--- config.mk ---
export PLATFORM = sky130hd
export DESIGN_NAME = pea_projectile_manager
export DESIGN_NICKNAME = d
export VERILOG_FILES = /design/src/rtl/pea_projectile_manager.sv
export SDC_FILE = /design/constraint.sdc
export NUM_CORES = 1
export LEC_CHECK = 0
export CORE_MARGIN = 4
export CORE_UTILIZATION = 46
export DETAILED_ROUTE_END_ITERATION = 8
export GPL_ROUTABILITY_DRIVEN = 0
export GPL_TIMING_DRIVEN = 0
export PLACE_DENSITY = 0.76
export SLEW_MARGIN = 30
export SYNTH_ARGS = -nofsm -noshare
export SYNTH_HDL_FRONTEND = slang
export SYNTH_SLANG_ARGS = --single-unit
--- constraint.sdc ---
create_clock -name MAX10_CLK1_50 -period 4.6 [get_ports MAX10_CLK1_50]
set_input_delay 0.46 -clock MAX10_CLK1_50 [delete_from_list [all_inputs] [get_ports MAX10_CLK1_50]]
set_output_delay 0.46 -clock MAX10_CLK1_50 [all_outputs]
set_load 0.02 [all_outputs]
--- src/rtl/pea_projectile_manager.sv ---
// pea_projectile_manager
// Owns up to NUM_PEAS live pea projectiles. Peas are spawned from fire
// requests while idle. On every frame tick the FSM walks all slots, one slot
// per cycle. Each live pea moves right by PEA_SPEED. A pea is retired when it
// reaches its row's stop column, which is a hit reported on hit_valid. A pea
// is also retired, without a hit, when it reaches the right edge of the screen.
//
// Handshake: fire_valid/fire_ready follow strict valid/ready rules. A request
// is consumed on any cycle where both are high. fire_ready never depends on
// fire_valid. A consumed request with fire_row > 4 is dropped without using a
// slot.

module pea_projectile_manager #(
    parameter int NUM_PEAS     = 8,
    parameter int PEA_SPEED    = 4,
    parameter int SCREEN_RIGHT = 640
) (
    input  logic                     MAX10_CLK1_50,
    input  logic                     Reset,
    input  logic                     frame_clk,
    input  logic                     fire_valid,
    input  logic [2:0]               fire_row,
    input  logic [9:0]               fire_x,
    output logic                     fire_ready,
    input  logic [9:0]               stopX1,
    input  logic [9:0]               stopX2,
    input  logic [9:0]               stopX3,
    input  logic [9:0]               stopX4,
    input  logic [9:0]               stopX5,
    output logic [NUM_PEAS-1:0]      pea_live,
    output logic [10*NUM_PEAS-1:0]   pea_x,
    output logic [3*NUM_PEAS-1:0]    pea_row,
    output logic                     hit_valid,
    output logic [2:0]               hit_row,
    output logic [9:0]               hit_x
);

    localparam int IDXW = (NUM_PEAS > 1) ? $clog2(NUM_PEAS) : 1;
    localparam logic [IDXW-1:0] LAST_IDX = IDXW'(NUM_PEAS - 1);

    localparam logic [0:0] ST_IDLE = 1'b0;
    localparam logic [0:0] ST_SCAN = 1'b1;

    logic [0:0]          state_q, state_d;
    logic [IDXW-1:0]     idx_q, idx_d;
    logic                frame_q;
    logic [NUM_PEAS-1:0] live_q, live_d;
    logic [9:0]          x_q   [NUM_PEAS];
    logic [9:0]          x_d   [NUM_PEAS];
    logic [2:0]          row_q [NUM_PEAS];
    logic [2:0]          row_d [NUM_PEAS];
    logic                hit_valid_q, hit_valid_d;
    logic [2:0]          hit_row_q, hit_row_d;
    logic [9:0]          hit_x_q, hit_x_d;

    logic                tick;
    logic                any_free;
    logic [IDXW-1:0]     free_idx;
    logic [10:0]         nx;
    logic [9:0]          stop_sel;

    assign tick     = frame_clk && !frame_q;
    assign any_free = ~&live_q;

    // Ready only in IDLE, and not on a tick cycle because the tick wins.
    // Held low while Reset is asserted so that every output reads 0 in reset.
    assign fire_ready = !Reset && (state_q == ST_IDLE) && !tick && any_free;

    // Find the lowest-index free slot. The loop runs downward, so the lowest
    // free index is the one left in free_idx at the end.
    always_comb begin
        free_idx = '0;
        for (int i = NUM_PEAS - 1; i >= 0; i--) begin
            if (!live_q[i]) free_idx = IDXW'(i);
        end
    end

    // Advance the pea in the slot being scanned. nx is one bit wider than x so
    // the sum cannot wrap. stop_sel picks the stop column for the pea's row.
    always_comb begin
        nx = {1'b0, x_q[idx_q]} + 11'(PEA_SPEED);
        case (row_q[idx_q])
            3'd0:    stop_sel = stopX1;
            3'd1:    stop_sel = stopX2;
            3'd2:    stop_sel = stopX3;
            3'd3:    stop_sel = stopX4;
            3'd4:    stop_sel = stopX5;
            default: stop_sel = 10'd0;
        endcase
    end

    // Next-state logic for the FSM, the slot table and the hit outputs.
    always_comb begin
        state_d     = state_q;
        idx_d       = idx_q;
        live_d      = live_q;
        x_d         = x_q;
        row_d       = row_q;
        hit_valid_d = 1'b0;
        hit_row_d   = hit_row_q;
        hit_x_d     = hit_x_q;
        case (state_q)
            ST_IDLE: begin
                if (tick) begin
                    state_d = ST_SCAN;
                    idx_d   = '0;
                end else if (fire_valid && fire_ready && (fire_row <= 3'd4)) begin
                    live_d[free_idx] = 1'b1;
                    x_d[free_idx]    = fire_x;
                    row_d[free_idx]  = fire_row;
                end
            end
            ST_SCAN: begin
                if (live_q[idx_q]) begin
                    if ((stop_sel != 10'd0) && (nx >= {1'b0, stop_sel})) begin
                        live_d[idx_q] = 1'b0;
                        hit_valid_d   = 1'b1;
                        hit_row_d     = row_q[idx_q];
                        hit_x_d       = stop_sel;
                    end else if (nx >= 11'(SCREEN_RIGHT)) begin
                        live_d[idx_q] = 1'b0;
                    end else begin
                        x_d[idx_q] = nx[9:0];
                    end
                end
                if (idx_q == LAST_IDX) begin
                    state_d = ST_IDLE;
                    idx_d   = '0;
                end else begin
                    idx_d = idx_q + 1'b1;
                end
            end
            default: state_d = ST_IDLE;
        endcase
    end

    // State registers. Reset clears everything at once, even in the middle of a scan.
    always_ff @(posedge MAX10_CLK1_50 or posedge Reset) begin
        if (Reset) begin
            state_q     <= ST_IDLE;
            idx_q       <= '0;
            frame_q     <= 1'b0;
            live_q      <= '0;
            hit_valid_q <= 1'b0;
            hit_row_q   <= 3'd0;
            hit_x_q     <= 10'd0;
            for (int i = 0; i < NUM_PEAS; i++) begin
                x_q[i]   <= 10'd0;
                row_q[i] <= 3'd0;
            end
        end else begin
            state_q     <= state_d;
            idx_q       <= idx_d;
            frame_q     <= frame_clk;
            live_q      <= live_d;
            hit_valid_q <= hit_valid_d;
            hit_row_q   <= hit_row_d;
            hit_x_q     <= hit_x_d;
            for (int i = 0; i < NUM_PEAS; i++) begin
                x_q[i]   <= x_d[i];
                row_q[i] <= row_d[i];
            end
        end
    end

    // Pack the slot table onto the flat output buses.
    for (genvar g = 0; g < NUM_PEAS; g++) begin : g_pack
        assign pea_x[10*g +: 10] = x_q[g];
        assign pea_row[3*g +: 3] = row_q[g];
    end

    assign pea_live  = live_q;
    assign hit_valid = hit_valid_q;
    assign hit_row   = hit_row_q;
    assign hit_x     = hit_x_q;

endmodule

# [After elaboration in Yosys (flattened, before gate mapping)]
# Cells that the tools add are included.
[word_totals] ff_bits=131 inputBits=67 out_inout_bits=127 wordCells=128
[op_classes] add_sub_neg=2 order_cmp=11 eq_ne=12 muxes=51 bitwise_logic=7 n_reduce_logical=22
[op_table] cell="80-bit two-way mux" n=5
[op_table] cell="80-bit bitwise mux" n=2
[op_table] cell="80-bit one-hot mux with 2 select lines" n=1
[op_table] cell="10-bit demux with 3-bit select" n=2
[op_table] cell="10-bit one-hot mux with 5 select lines" n=1
[op_table] cell="10-bit two-way mux" n=4
[op_table] cell="8-bit two-way mux" n=5
[op_table] cell="3-bit two-way mux" n=13
[op_table] cell="10-bit binary-select mux with 3-bit select" n=1
[op_table] cell="24-bit bitwise mux" n=1
[op_table] cell="8-bit one-hot mux with 2 select lines" n=1
[op_table] cell="10-bit by 3-bit adder with 11-bit output (second input constant)" n=1
[op_table] cell="11-bit by 10-bit >= comparator with 1-bit output" n=1
[op_table] cell="11-bit by 10-bit >= comparator with 1-bit output (second input constant)" n=1
[op_table] cell="1-bit logical AND" n=11
[op_table] cell="10-bit nonzero test" n=1
[op_table] cell="3-bit binary-select mux with 3-bit select" n=1
[op_table] cell="3-bit demux with 3-bit select" n=1
[op_table] cell="8-bit AND" n=1
[op_table] cell="4-bit >= comparator (second input constant)" n=2
[op_table] cell="3-bit by 4-bit < comparator with 1-bit output (second input constant)" n=2
[op_table] cell="4-bit by 1-bit < comparator with 1-bit output (second input constant)" n=2
[op_table] cell="1-bit two-way mux" n=8
[op_table] cell="2-bit inequality test (second input constant)" n=4
[op_table] cell="other kinds (22)" n=33

# [Longest topological paths before layout]
# Gate-level depths: netlist (run 1).
[logic_depth] depth_word=17 mapped_depth=19 ltp_nobuf=15

# [Worst setup path before layout (run 1)]
# No wires, ideal clock.
[synth_timing] path_kind="register -> register" from="register idx_q[0]" to="register x_q (netlist bit pea_x[60])" setup_time_ns=0.125 t_arrival_ns=4.782 required_time_ns=4.475 path_slack_ns=-0.307 stages_incl_launch_ff=18 path_buffers=5 period_less_slack_ns=4.907 cell_sequence="dfrtp_1 buf_6 buf_6 buf_2 buf_2 buf_1 mux4_2 mux2i_1 ha_1 nand2b_1 a21o_1 a21o_1 a211oi_1 o21ai_0 a221o_1 o21ai_4 o21ai_4 mux2_4"
[synth_via] elab_chain_cells=10 word_cells_on_any_way=34 cone_classes="add/sub (1); order compare (4); eq/ne (7); mux (16); bitwise (1); reduce/logical (5)"
[synth_lines] element="start: declaration" line="45" rtl="logic [IDXW-1:0] idx_q, idx_d;"
[synth_lines] element="start signal: assignment" line="153" rtl="idx_q <= idx_d;"
[synth_lines] element="branches (longest 10 deep; another with 10-bit by 3-bit adder with 11-bit output)"
[synth_lines] element="end signal: indexed assignment" line="160" rtl="x_q[i] <= x_d[i];"
[synth_lines] element="end: declaration" line="48" rtl="logic [9:0] x_q [NUM_PEAS];"
# Several ways; the timed one is not identified. The select of a mux whose other input is x is not followed.
# A chain may end at the register's enable or synchronous reset.

# [Worst setup path in the final report (run 1)]
[layout_timing] from="register idx_q[0]" to="register x_q (netlist bit pea_x[33])"
# The elaborated chain is that of the path after synthesis.

==> results of run 1 <==
## critical path, delay by kind of cell (launching register included)
| kind | cells | cell delay [ns] |
|---|---|---|
| muxes | 3 | 1.24 |
| AOI/OAI and AO/OA | 6 | 1.22 |
| buffers and inverters | 5 | 0.79 |
| adders and majority gates | 2 | 0.42 |
| DFF | 1 | 0.41 |
| and+or+nand+nor | 1 | 0.23 |
| xor gates and xnor gates | 1 | 0.15 |
## state kept, by name (all words and copies together), names as in the netlist
signal and cells:
frame_q 1, hit_row 3, pea_x 80, state_q 1, hit_x 10, pea_live 8
hit_valid 1, pea_row 24, idx_q 3
## final cells by class
class | instances | area (um2) | share of cell area (%)
multi-input combinational | 509 | 4833 | 41.10
tap | 225 | 281.5 | 2.394
timing repair buffer | 226 | 2286 | 19.44
clock buffer | 20 | 446.7 | 3.799
sequential | 131 | 3279 | 27.89
inverter | 26 | 107.6 | 0.9151
buffer | 47 | 321.6 | 2.735
clock inverter | 12 | 202.7 | 1.724
## logic make-up after synthesis
| family | after synthesis |
|---|---|
| buf+inv | 76 |
| compound gates | 216 |
| xor+xnor | 6 |
| simple gates | 110 |
| mux | 156 |
| flops | 131 |
| fa+ha+maj | 14 |
## layer usage
layer,vias up,part of all wire [%]
met5,-,0
met4,0,4.6
met3,111,12
met2,600,46
met1,3764,38
li1,3223,-
## worst max path at each step
stage | to | start | depth (start not counted) | slack [ns]
after floorplan | pea_x[65]$_DFFE_PP0P_ | idx_q[2]$_DFFE_PP0P_ | 16 | 0.007
final | pea_x[33]$_DFFE_PP0P_ | idx_q[0]$_DFFE_PP0P_ | 18 | 0.03
after global routing | pea_x[33]$_DFFE_PP0P_ | idx_q[0]$_DFFE_PP0P_ | 20 | -0.11
after global placement | pea_x[39]$_DFFE_PP0P_ | idx_q[1]$_DFFE_PP0P_ | 16 | -1.43
after CTS | pea_x[3]$_DFFE_PP0P_ | idx_q[0]$_DFFE_PP0P_ | 19 | 0.01
after detailed placement | pea_x[30]$_DFFE_PP0P_ | idx_q[1]$_DFFE_PP0P_ | 16 | -1.44
## metrics by stage
step	TNS [ns]	total power [uW]
final	0	9622
after global routing	-6.140	9980
after CTS	0	9291
after detailed placement	-133.40	6859
after global placement	-301.67	6760
after floorplan	0	5055
## cell usage after synthesis, types with 2 or more instances
library cell  number
mux4_2            15
buf_2             11
and2_1             3
a22oi_1            9
o31ai_1            8
mux2_1             6
dfrtp_1          131
nand2b_1          15
o21ai_4            8
mux2_2            34
a31oi_1            6
xnor2_1            3
nand3_1           11
a211oi_1          10
xor2_1             3
or2_2              4
buf_6              3
a22o_1            14
o21ai_0           35
nand4_1            5
o21ai_1            5
a21oi_1           16
o21a_1             4
o22ai_1           78
a221oi_1           2
inv_1             25
nand3b_1           2
mux2_4            71
a211o_1            3
buf_1              5
mux2i_1           30
a221o_1            2
a21o_1             5
o211ai_1           2
nor2_1            17
clkbuf_1          30
and3_1             3
nor2b_1            7
ha_1              14
nand2_1           34
## report_power, final
part	switching, uW	total (uW)	internal, uW
Clock	546	1520	979
Sequential	352	1870	1510
Combinational	3510	6230	2720
Total	4410	9620	5210
## timing repair
| item | 4_1_cts | 5_1_grt |
|---|---|---|
| resized for setup | 62 | 24 |
| pin swaps | 14 | 5 |
| cloned | 10 | 0 |
| setup endpoints to repair | 102 | 99 |
| buffers inserted | 21 | 9 |
==> results.py, run 1 <==
metrics = {
    "die": {
        "num_rows": 48,
        "start_util_pct": 46.85,
        "pin_count": 194,
        "die_area_um2": 19740,
        "die_w_um": 140.5,
        "core_area_um2": 17240,
        "die_h_um": 140.5,
    },
    "setup_path": {
        "crit_fanout": 11,
        "r2r-end": "pea_x[33]$_DFFE_PP0P_",
        "worstSetupStartpointType": "register",
        "end_kind": "register",
        "r2r_slack_ns": 0.03,
        "critPathKind": "reg -> reg",
        "cp_cell_sequence": "buf_8, buf_12, mux4_2, mux2_4, clkbuf_16, ha_4, nand3b_1, xnor2_4, inv_1, ha_4, a21o_1, a211oi_2, o21ai_1, a221o_1, o21ai_4, buf_12, o21ai_4, mux2_4",
        "max_stage_delay_ns": 0.56,
        "rr_startpoint": "idx_q[0]$_DFFE_PP0P_",
        "cp_data_arrival_time_ns": 4.89,
        "cp.required_ns": 4.92,
        "ff2ff_path_depth": 18,
        "critPathSlowestCell": "mux4_2",
    },
    "sta": {
        "fmax_mhz": 218.7,
        "period_share_pct": 99.41,
        "clock-skew-final_ns": 0.01207,
        "rsz0062_at_grt": "true",
        "fin_ws_ns": 0.02697,
        "max_slew.worst_pin.slew_ns": 0.7585,
        "setup_viol": 0,
        "slew_headroom_pct": 48.90,
        "slew_violations": 0,
        "min_period_ns": 4.573,
        "whs_ns": 0.4930,
        "hold_violations": 0,
    },
    "synth": {
        "synth_top_area_share_pct": 40.59,
        "synthSimpleGateAreaFrac_pct": 7.158,
        "syn_nets": 790,
        "synthFlopType": "dfrtp_1",
        "yosys_warnings": 0,
        "synth_edf_count": 0,
        "synthAdderAreaFrac_pct": 2.169,
        "synthTopCellsByArea": "dfrtp_1, mux2_4, o22ai_1, mux2_2, mux4_2",
        "synthXorXnorAreaFrac_pct": 0.6508,
        "synth_top_family_by_area": "multiplexers",
        "ys_async_sr_fraction_pct": 100.0,
        "synth_compound_area_share_pct": 18.72,
        "syn-mean-instance-area_um2": 11.39,
        "syn_area_um2": 8075,
        "yosys_register_bits": 131,
        "muxShareOfSynthArea_pct": 26.68,
        "synth.distinct_cells": 60,
        "ys_seq_area_share_pct": 40.59,
        "yosys.area.top_type": "dfrtp_1",
        "postSynthCellCount": 709,
    },
    "cells_and_area": {
        "n_antenna_cell": 0,
        "final_util_pct": 68.22,
        "fill_cells": 1248,
        "drive_above_1_share_pct": 26.88,
        "layout_commonest_cell": "clkdlybuf4s50_1",
        "stdcell_area_um2": 11760,
        "areaGrowthSynthToFinish_pct": 45.62,
        "most-common-layout-cells": "clkdlybuf4s50_1, dfrtp_1, o22ai_1",
        "final_cells": 1196,
        "fin_nets": 1039,
    },
    "placed_design": {
        "place_area_um2": 10350,
        "place_ws_ns": -1.444,
        "dp.cells": 1128,
        "port_buffers": 193,
        "hpwl_mm": 20.39,
    },
    "global_route": {
        "grt-ovfl-total": 0,
        "grtUsageMet3_pct": 9.082,
        "globalRouteMet1Util_pct": 39.41,
        "track_usage_pct": 30.14,
        "grt_start_max_net_pins": 78,
        "grt_pass1_wl_mm": 45.48,
        "grt_pass1_vias": 7618,
        "antenna_found_initial": 0,
        "met2_usage_pct": 45.69,
        "grt-busiest-layer": "met2",
    },
    "clocking": {
        "clock_latency_ns": 0.43,
        "clk_path_buf_depth": 2,
        "cts.sinks": 131,
        "htreeDepth": 4,
        "cts_buffers": 17,
        "clk_pin_slew_ns": 0.06,
        "postCtsHoldBufs": 0,
        "cts-root-buf": "clkbuf_16",
        "cts_tree": "done",
    },
    "routing": {
        "wl_per_cell_um": 25.36,
        "first_pass_iters": 5,
        "drc": 0,
        "routed_wl_mm": 30.33,
        "viasPerCell": 6.436,
        "drt.antenna.violating_nets": 0,
        "vias": 7698,
        "drtIter0Drc": 903,
    },
    "worst_hold_path": {
        "hold_class": "reg -> reg",
        "timing.hold.worst_endpoint": "hit_x[0]$_DFFE_PP0P_",
        "holdCritStartpoint": "hit_x[0]$_DFFE_PP0P_",
        "whs_path_depth": 1,
    },
    "run_status": {
        "status": "finished, final reports clean",
    },
    "power_and_ir_drop": {
        "power_leakage_uw": 0.005174,
        "cellPowerDensity_nw_per_um2": 818.3,
        "peakVddDrop_v": 0.0005678,
    },
    "flow_run": {
        "maxCapViolations": 0,
    },
}
Power figures use the tool's default switching activity.
==> run 2, diff against run 1 <==
- ABC_CLOCK_PERIOD_IN_PS: not set -> 4600
==> results of run 2 <==
Same layout as run 1: the final DEF is identical, and so are final timing and power.
